<file path="config.mk">
export PLATFORM = sky130hd
export DESIGN_NAME = bp_fe_pc_pipe_ras
export DESIGN_NICKNAME = d
export VERILOG_FILES = /design/src/rtl/bp_fe_pc_pipe_ras.sv
export SDC_FILE = /design/constraint.sdc
export NUM_CORES = 1
export LEC_CHECK = 0
export ABC_AREA = 1
export ABC_CLOCK_PERIOD_IN_PS = 4330
export BUFFER_PORTS_ARGS = -buffer_cell sky130_fd_sc_hd__buf_2
export CAP_MARGIN = 20
export CORE_MARGIN = 5
export CORE_UTILIZATION = 35
export DETAILED_ROUTE_END_ITERATION = 6
export MAX_ROUTING_LAYER = met4
export PLACE_DENSITY = 0.66
export SLEW_MARGIN = 20
export SYNTH_ARGS = -nofsm -noshare
export SYNTH_HDL_FRONTEND = slang
export SYNTH_SLANG_ARGS = --single-unit
</file>
<file path="constraint.sdc">
create_clock -name clk_i -period 4.33 [get_ports clk_i]
set_input_delay 0.2165 -clock clk_i [delete_from_list [all_inputs] [get_ports clk_i]]
set_output_delay 0.2165 -clock clk_i [all_outputs]
set_load 0.1 [all_outputs]
</file>
<file path="src/rtl/bp_fe_pc_pipe_ras.sv">
// Fetch-PC pipeline with a configurable number of in-flight stages and an
// integrated return-address stack. Produces the next fetch PC (npc), tracks
// outstanding fetches, applies BTB/predecode overrides and replays on miss.
module bp_fe_pc_pipe_ras #(
  parameter int unsigned vaddr_width_p = 39,
  parameter int unsigned stages_p      = 2,
  parameter int unsigned ras_depth_p   = 4
) (
  input  logic                               clk_i,
  input  logic                               reset_i,
  input  logic                               redirect_v_i,
  input  logic [vaddr_width_p-1:0]           redirect_pc_i,
  output logic [vaddr_width_p-1:0]           fetch_pc_o,
  output logic                               fetch_v_o,
  input  logic                               fetch_yumi_i,
  input  logic                               btb_tgt_v_i,
  input  logic [vaddr_width_p-1:0]           btb_tgt_i,
  input  logic                               resp_v_i,
  input  logic                               resp_is_jal_i,
  input  logic                               resp_is_call_i,
  input  logic                               resp_is_ret_i,
  input  logic [vaddr_width_p-1:0]           resp_tgt_i,
  input  logic                               queue_ready_i,
  output logic                               out_v_o,
  output logic [vaddr_width_p-1:0]           out_pc_o,
  output logic                               out_pred_taken_o,
  output logic [stages_p-1:0]                poison_o,
  output logic [$clog2(ras_depth_p+1)-1:0]   ras_count_o
);

  localparam int unsigned last_lp  = stages_p - 1;
  localparam int unsigned ptr_w_lp = $clog2(ras_depth_p);
  localparam int unsigned cnt_w_lp = $clog2(ras_depth_p + 1);

  typedef enum logic {e_wait, e_run} state_e;

  state_e state_q, state_d;

  logic [stages_p-1:0]      v_q, v_d;
  logic [stages_p-1:0]      pt_q, pt_d;
  logic [vaddr_width_p-1:0] pc_q [stages_p];
  logic [vaddr_width_p-1:0] pc_d [stages_p];
  logic [vaddr_width_p-1:0] resume_q;

  logic [vaddr_width_p-1:0] ras_q [ras_depth_p];
  logic [ptr_w_lp-1:0]      tp_q, tp_d;
  logic [cnt_w_lp-1:0]      cnt_q, cnt_d;
  logic                     ras_we;
  logic [ptr_w_lp-1:0]      ras_waddr;
  logic [vaddr_width_p-1:0] ras_wdata;

  logic                     accept, replay, retire, ras_hit, ovr, kill_all;
  logic [vaddr_width_p-1:0] ovr_tgt, npc;
  logic [stages_p-1:0]      kill;

  // Control decode for the oldest stage and the fetch handshake.
  always_comb begin
    fetch_v_o = (state_q == e_run) | redirect_v_i;
    accept    = fetch_v_o & fetch_yumi_i;
    replay    = v_q[last_lp] & ~(resp_v_i & queue_ready_i) & ~redirect_v_i;
    retire    = v_q[last_lp] & resp_v_i & queue_ready_i & ~redirect_v_i;
    ras_hit   = (cnt_q != '0);
    ovr       = retire & ~pt_q[last_lp] & (resp_is_jal_i | (resp_is_ret_i & ras_hit));
    ovr_tgt   = resp_is_ret_i ? ras_q[tp_q] : resp_tgt_i;
    kill_all  = redirect_v_i | replay;
  end

  // Next fetch PC, first match wins.
  always_comb begin
    npc = resume_q;
    if (redirect_v_i)                npc = redirect_pc_i;
    else if (replay)                 npc = pc_q[last_lp];
    else if (ovr)                    npc = ovr_tgt;
    else if (v_q[0] && btb_tgt_v_i)  npc = btb_tgt_i;
    else if (v_q[0])                 npc = pc_q[0] + vaddr_width_p'(4);
  end

  // Kill vector and stage shift; the newly accepted stage-0 entry is never killed.
  always_comb begin
    kill = '0;
    v_d  = '0;
    pt_d = '0;
    for (int unsigned i = 0; i < stages_p; i++) begin
      kill[i] = kill_all | (ovr & (i != last_lp));
      pc_d[i] = pc_q[i];
    end
    v_d[0]  = accept;
    pc_d[0] = npc;
    pt_d[0] = 1'b0;
    for (int unsigned i = 1; i < stages_p; i++) begin
      v_d[i]  = v_q[i-1] & ~kill[i-1];
      pc_d[i] = pc_q[i-1];
      pt_d[i] = (i == 1) ? (v_q[0] & btb_tgt_v_i) : pt_q[i-1];
    end
  end

  // FSM next state: leaves e_wait on the first redirect and stays in e_run.
  always_comb begin
    state_d = state_q;
    if ((state_q == e_wait) && redirect_v_i) state_d = e_run;
  end

  // RAS update on retire; call+ret overwrites the top in place.
  always_comb begin
    tp_d      = tp_q;
    cnt_d     = cnt_q;
    ras_we    = 1'b0;
    ras_waddr = tp_q;
    ras_wdata = pc_q[last_lp] + vaddr_width_p'(4);
    if (retire) begin
      if (resp_is_call_i && resp_is_ret_i) begin
        ras_we = 1'b1;
        if (cnt_q == '0) cnt_d = cnt_w_lp'(1);
      end else if (resp_is_call_i) begin
        tp_d      = tp_q + ptr_w_lp'(1);
        ras_waddr = tp_q + ptr_w_lp'(1);
        ras_we    = 1'b1;
        if (cnt_q != cnt_w_lp'(ras_depth_p)) cnt_d = cnt_q + cnt_w_lp'(1);
      end else if (resp_is_ret_i && ras_hit) begin
        tp_d  = tp_q - ptr_w_lp'(1);
        cnt_d = cnt_q - cnt_w_lp'(1);
      end
    end
  end

  // State, stage, resume and RAS pointer registers.
  always_ff @(posedge clk_i) begin
    if (reset_i) begin
      state_q  <= e_wait;
      v_q      <= '0;
      pt_q     <= '0;
      resume_q <= '0;
      tp_q     <= '0;
      cnt_q    <= '0;
      for (int unsigned i = 0; i < stages_p; i++) pc_q[i] <= '0;
    end else begin
      state_q  <= state_d;
      v_q      <= v_d;
      pt_q     <= pt_d;
      resume_q <= npc;
      tp_q     <= tp_d;
      cnt_q    <= cnt_d;
      for (int unsigned i = 0; i < stages_p; i++) pc_q[i] <= pc_d[i];
    end
  end

  // RAS storage; contents are meaningless while count is zero.
  always_ff @(posedge clk_i) begin
    if (ras_we && !reset_i) ras_q[ras_waddr] <= ras_wdata;
  end

  // Output drive.
  always_comb begin
    fetch_pc_o       = npc;
    out_v_o          = retire;
    out_pc_o         = pc_q[last_lp];
    out_pred_taken_o = pt_q[last_lp] | ovr;
    poison_o         = v_q & kill;
    ras_count_o      = cnt_q;
  end

endmodule
</file>
==> Word-level counts from Yosys, hierarchy flattened <==
Memory sizes are Yosys's and may differ from the RTL's. A register that Yosys moved wholly into a read port is not among the register bits.
Cells that the tools add are included.
{ "word_totals": {"ram_bits": 234, "input_bits": 127, "word_cells": 83, "n_memories": 2, "out_inout_bits": 86, "reg_bits": 48} }
{ "mem_list": {"columns": ["memory", "words", "word_bits", "rd", "rd_clocked_by_memory_dff", "write_ports", "line_no", "rtl"], "rows": [
  ["ras_q", 4, 39, 1, 1, 1, "45", "logic [vaddr_width_p-1:0] ras_q [ras_depth_p];"],
  ["pc_q", 2, 39, 2, 0, 2, "41", "logic [vaddr_width_p-1:0] pc_q [stages_p];"]
]} }
{ "classes": {"n_mux": 28, "n_reduce_logical": 12, "add_sub_neg": 6, "eq_ne": 3, "n_bitwise": 26} }
{ "op_table": {"columns": ["operator", "n"], "rows": [
  ["$mux 39", 8],
  ["$add 39x3->39 const B", 2],
  ["$mux 3", 5],
  ["$mux 2", 7],
  ["$and 1x1->1", 12],
  ["$mux 1", 8],
  ["$or 1x1->1", 7],
  ["$not 1->1", 6],
  ["$reduce_bool 3->1", 2],
  ["$logic_and 1x1->1", 5],
  ["$reduce_and 4->1", 1],
  ["$add 3x1->3 const B", 1],
  ["$logic_not 3->1", 1],
  ["$ne 3x1->1 const B", 1],
  ["$ne 3x3->1 const B", 1],
  ["$reduce_and 3->1", 1],
  ["$sub 3x1->3 const B", 1],
  ["$add 2x1->2 const B", 1],
  ["$and 2x2->2", 1],
  ["$ne 2x1->1 const B", 1],
  ["$reduce_bool 2->1", 1],
  ["$sub 2x1->2 const B", 1],
  ["$logic_not 1->1", 1]
]} }

==> Longest topological paths before layout <==
{ "depth": {"ltp_word": 9, "mapped_depth": 14, "mapped_depth_nobuf": 13} }

==> Least setup slack after synthesis <==
Ideal clock, no wire load.
{ "synth_path": {"kind": "input port to flip-flop", "startpoint": "in redirect_v_i", "endpoint": "mem ras_q[0][0] (enable)", "n_path_buf": 1, "arrival_ps": 3429, "path_stages": 8, "required_ps": 3895, "slack_ps": 466, "setup_time_ps": 435, "cell_sequence": "buf_2 > nor2_8 > nand2_2 > inv_1 > nand3_1 > mux2i_1 > inv_1 > nor2_1"} }
{ "synth_between": {"elab_chain_cells": 6, "word_cells_on_any_way": 7, "cone_classes": "mux: 4; bitwise: 2; reduce/logical: 1"} }
{ "synth_lines": {"columns": ["element", "line_no", "rtl"], "rows": [
  ["start: declaration", "11", "input logic redirect_v_i,"],
  ["$not 1->1 *", "61", "retire = v_q[last_lp] & resp_v_i & queue_ready_i & ~redirect_v_i;"],
  ["$and 1x1->1 *", "61", null],
  ["net out_v_o", "24", "output logic out_v_o,"],
  ["$mux 1", "110", "if (retire) begin"],
  ["$logic_and 1x1->1", "149", "if (ras_we && !reset_i) ras_q[ras_waddr] <= ras_wdata;"],
  ["$mux 1", "149", null],
  ["$mux 1 (implied by the code)", "149", null],
  ["end: declaration", "45", null]
]} }
The timed path passes the listed nets; every way through them passes the cells marked *.

==> Final worst setup path <==
{ "layout_path": {"startpoint": "reg v_q[1]", "endpoint": "out fetch_pc_o[11]"} }
{ "layout_between": {"elab_chain_cells": 8, "word_cells_on_any_way": 10, "cone_classes": "mux: 3; bitwise: 7"} }
{ "layout_lines": {"columns": ["element", "line_no", "rtl"], "rows": [
  ["start: declaration", "39", "logic [stages_p-1:0] v_q, v_d;"],
  ["start signal: assignment", "138", "v_q <= v_d;"],
  ["$and 1x1->1 (3 in a row)", "61", null],
  ["$and 1x1->1 (2 in a row)", "63", "ovr = retire & ~pt_q[last_lp] & (resp_is_jal_i | (resp_is_ret_i & ras_hit));"],
  ["$mux 39", "73", "else if (ovr) npc = ovr_tgt;"],
  ["$mux 39 *", "72", "else if (replay) npc = pc_q[last_lp];"],
  ["$mux 39 *", "71", "if (redirect_v_i) npc = redirect_pc_i;"],
  ["end: declaration", "13", "output logic [vaddr_width_p-1:0] fetch_pc_o,"]
]} }
Mark *: on every way between the ends. The rest lies on a longest branch, timed or not.

==> flow_summary.toml <==
[yosys]
synth_ff_type = "edfxtp_1"
ys_seq_area_share_pct = 50.3
synth_mux_area_share_pct = 0.311
synth_async_sr_flop_share_pct = 0
synth_xor_area_share_pct = 3.13
synth_top_area_cell = "edfxtp_1"
synth-edff-count = 156
ys_warn_count = 0
synth.distinct_cells = 51
synth_top_family_by_area = "simple AND/OR/NAND/NOR gates"
synth_cells = 1581
yosys.area_share.simple_pct = 26.0
synth_top_area_share_pct = 36.4
synth.area.top_cells = "edfxtp_1 (36%), dfxtp_1 (14%), nand2_1 (12%), nor2_1 (6.1%), inv_1 (4.0%)"
ys_ff_latch = 245
avgSynthCellArea_um2 = 8.14
synthesis.nets = 1713
synth_compound_area_share_pct = 10.8
synth.cell_area_um2 = 12900
synthAdderAreaFrac_pct = 0.545

[worst_hold_path]
holdCritPathClass = "in -> reg"

[setup_path]
cp_max_fo = 63
r2r-start = "v_q[1]"
worstSetupPathType = "reg -> out"
arrival_ps = 3490
cp.required_ps = 4110
reg2reg_to = "ras_q[0][24]"
reg2reg_depth = 9
startpoint = "v_q[1]"
startpoint_type = "register"
worst_setup_path_end_kind = "output pin"
reg2reg_slack_ps = 1420
critical_path.endpoint = "fetch_pc_o[11]"

[sta]
fmax_ghz = 0.270
clock_skew_ps = 12.2
tightest_slew_ps = 963
tns_ps = 0
hold_violations = 0
fin_crit_sh_pct = 85.6
grt_setup_unrepaired = "false"
max_slew_margin_pct = 35.8
slew_violations = 0
fin_crit_ps = 3710
setup_viol = 0

[job]
cap_violations = 0

[clock_tree]
path_clk_slew_ps = 60
cts.sinks = 245
insertion_delay_ps = 530
cts_buffer_depth = 3
tritoncts = "yes"
clockRootBuffer = "clkbuf_16"
cts_inserted_buffers = 25
h-tree-depth = 1
post_cts_buffers = 0

[placed_design]
place.gp.congestion = 0.987
dp_hpwl_mm = 33.7
numPortBuffers = 212
post-place-cells = 2167

[power_and_ir_drop]
leakagePower_uw = 0.00624
vdd.ir_drop.worst_mv = 0.276
powerDensity_nw_per_um2 = 365

[drt]
wirelength_mm = 45.1
viasPerCell = 5.13
final_antenna_net_count = 0
drtIter0Drc = 1332
post_drt_wl_per_cell_um = 20.4
routed-via-count = 11373
drc = 0
dr.pass1.iters = 6

[layout]
instances_no_fill = 2216
regArea_um2 = 6470
layout_common_cells = "nand2_1 (425), buf_2 (212), nor2_1 (205)"
multi_input_area_um2 = 5300
synthToLayoutAreaGrowth_pct = 15.5
fillers = 3735
post-route-util_pct = 40.8
layout_commonest_cell = "nand2_1"
finalNetCount = 1861
final_layout_size_suffix_gt1_share_pct = 17.7

[global_routing]
gr-total-overflow = 0
grt_first_pass_wirelength_mm = 67.0
grt_max_degree = 83
antenna_found_initial = 1
grt_pass1_vias = 11073
grt_usage_pct = 21.8

[outcome]
status = "finished, final reports clean"

[die]
coreArea_um2 = 36400
fp.dieH_um = 202
start_util_pct = 35.3
die_w_um = 202
fp.dieArea_um2 = 40700
pin_count = 213
rows = 70
[sequential cells by signal, indices dropped and copies added, names as in the netlist, named ones only]
| signal | cells |
|---|---|
| tp_q | 2 |
| ras_count_o | 3 |
| pt_q | 1 |
| v_q | 2 |
| state_q | 1 |
| pc_q | 40 |
| ras_q | 156 |
| resume_q | 38 |
[worst max-delay path, stage by stage, from the launching register on]
cell,delay (ps)
dfxtp_1,400
inv_2,110
nor2_8,280
nand2_2,130
nor2_2,110
nand2_2,310
inv_4,670
a21oi_1,90
nand2_1,140
nand3_1,100
nand3_1,150
buf_2,440
[synth_stat cells, drive strengths merged (3+ instances only)]
library cell / count
a211oi: 3
a21oi: 60
a22o: 8
a31oi: 11
a32o: 18
buf: 65
clkbuf: 47
dfxtp: 89
edfxtp: 156
ha: 4
inv: 142
mux2i: 4
nand2: 434
nand3: 89
nand4: 18
nor2: 226
nor3: 16
nor4: 3
o211ai: 5
o21ai: 101
o221ai: 6
o22ai: 19
xnor2: 11
xor2: 35
[cell families (layout without fill, tap and decap cells)]
family,after synthesis,count (layout)
muxes,4,4
buffers and inverters,255,421
xor gates and xnor gates,46,46
and+or+nand+nor,790,790
adders and majority gates,5,5
other,0,1
AOI/OAI and AO/OA,236,236
DFF,245,245
[worst min-delay path by stage]
stage / from / end / depth (start not counted)
floorplan: fetch_yumi_i / v_q[0] / 2
global placement: resume_q[1] / pc_q[0][40] / 2
detailed placement: resume_q[1] / pc_q[0][40] / 2
CTS: redirect_pc_i[3] / resume_q[3] / 3
global route: redirect_pc_i[4] / resume_q[4] / 3
finish: resp_is_call_i / tp_q[1] / 3
[through the flow]
| step | instance area (um2) | setup WS (ps) | hold WS (ps) | total power, uW |
|---|---|---|---|---|
| final | 14900 | 625 | 40.0 | 5430 |
| after global routing | 14900 | 508 | 33.7 | 5590 |
| after CTS | 14900 | 687 | 19.6 | 5450 |
| after detailed placement | 14100 | 1260 | 429 | 3440 |
| after global placement | 14100 | 1330 | 425 | 3440 |
| after floorplan | 12900 | 466 | 339 | 3230 |
[power breakdown]
group          switching (uW)  total [uW]  internal [uW]
registers                65.0        2580           2510
logic                     652         819            167
clock network             897        2030           1130
total                    1610        5430           3810
[layout make-up]
| cell class | instances | share of cell area (%) |
|---|---|---|
| sequential | 245 | 43.5 |
| multi-input combinational | 1081 | 35.6 |
| timing repair buffer | 233 | 8.25 |
| clock buffer | 34 | 4.44 |
| tap | 468 | 3.94 |
| inverter | 143 | 3.63 |
| clock inverter | 11 | 0.614 |
| antenna | 1 | 0.0168 |
[repair_timing]
item                      CTS  global route
hold buffers                3             0
resized for setup           0             0
hold endpoints to repair    9             0
[metal layers]
| layer | track usage [%] | up-vias | wire length [um] |
|---|---|---|---|
| met3 | 2.22 | 92 | 3070 |
| met5 | - | - | 0 |
| met1 | 29.6 | 5335 | 19500 |
| li1 | - | 5484 | - |
| met4 | 7.52 | 0 | 1750 |
| met2 | 34.2 | 462 | 20800 |
(Power assumes the default switching activity.)
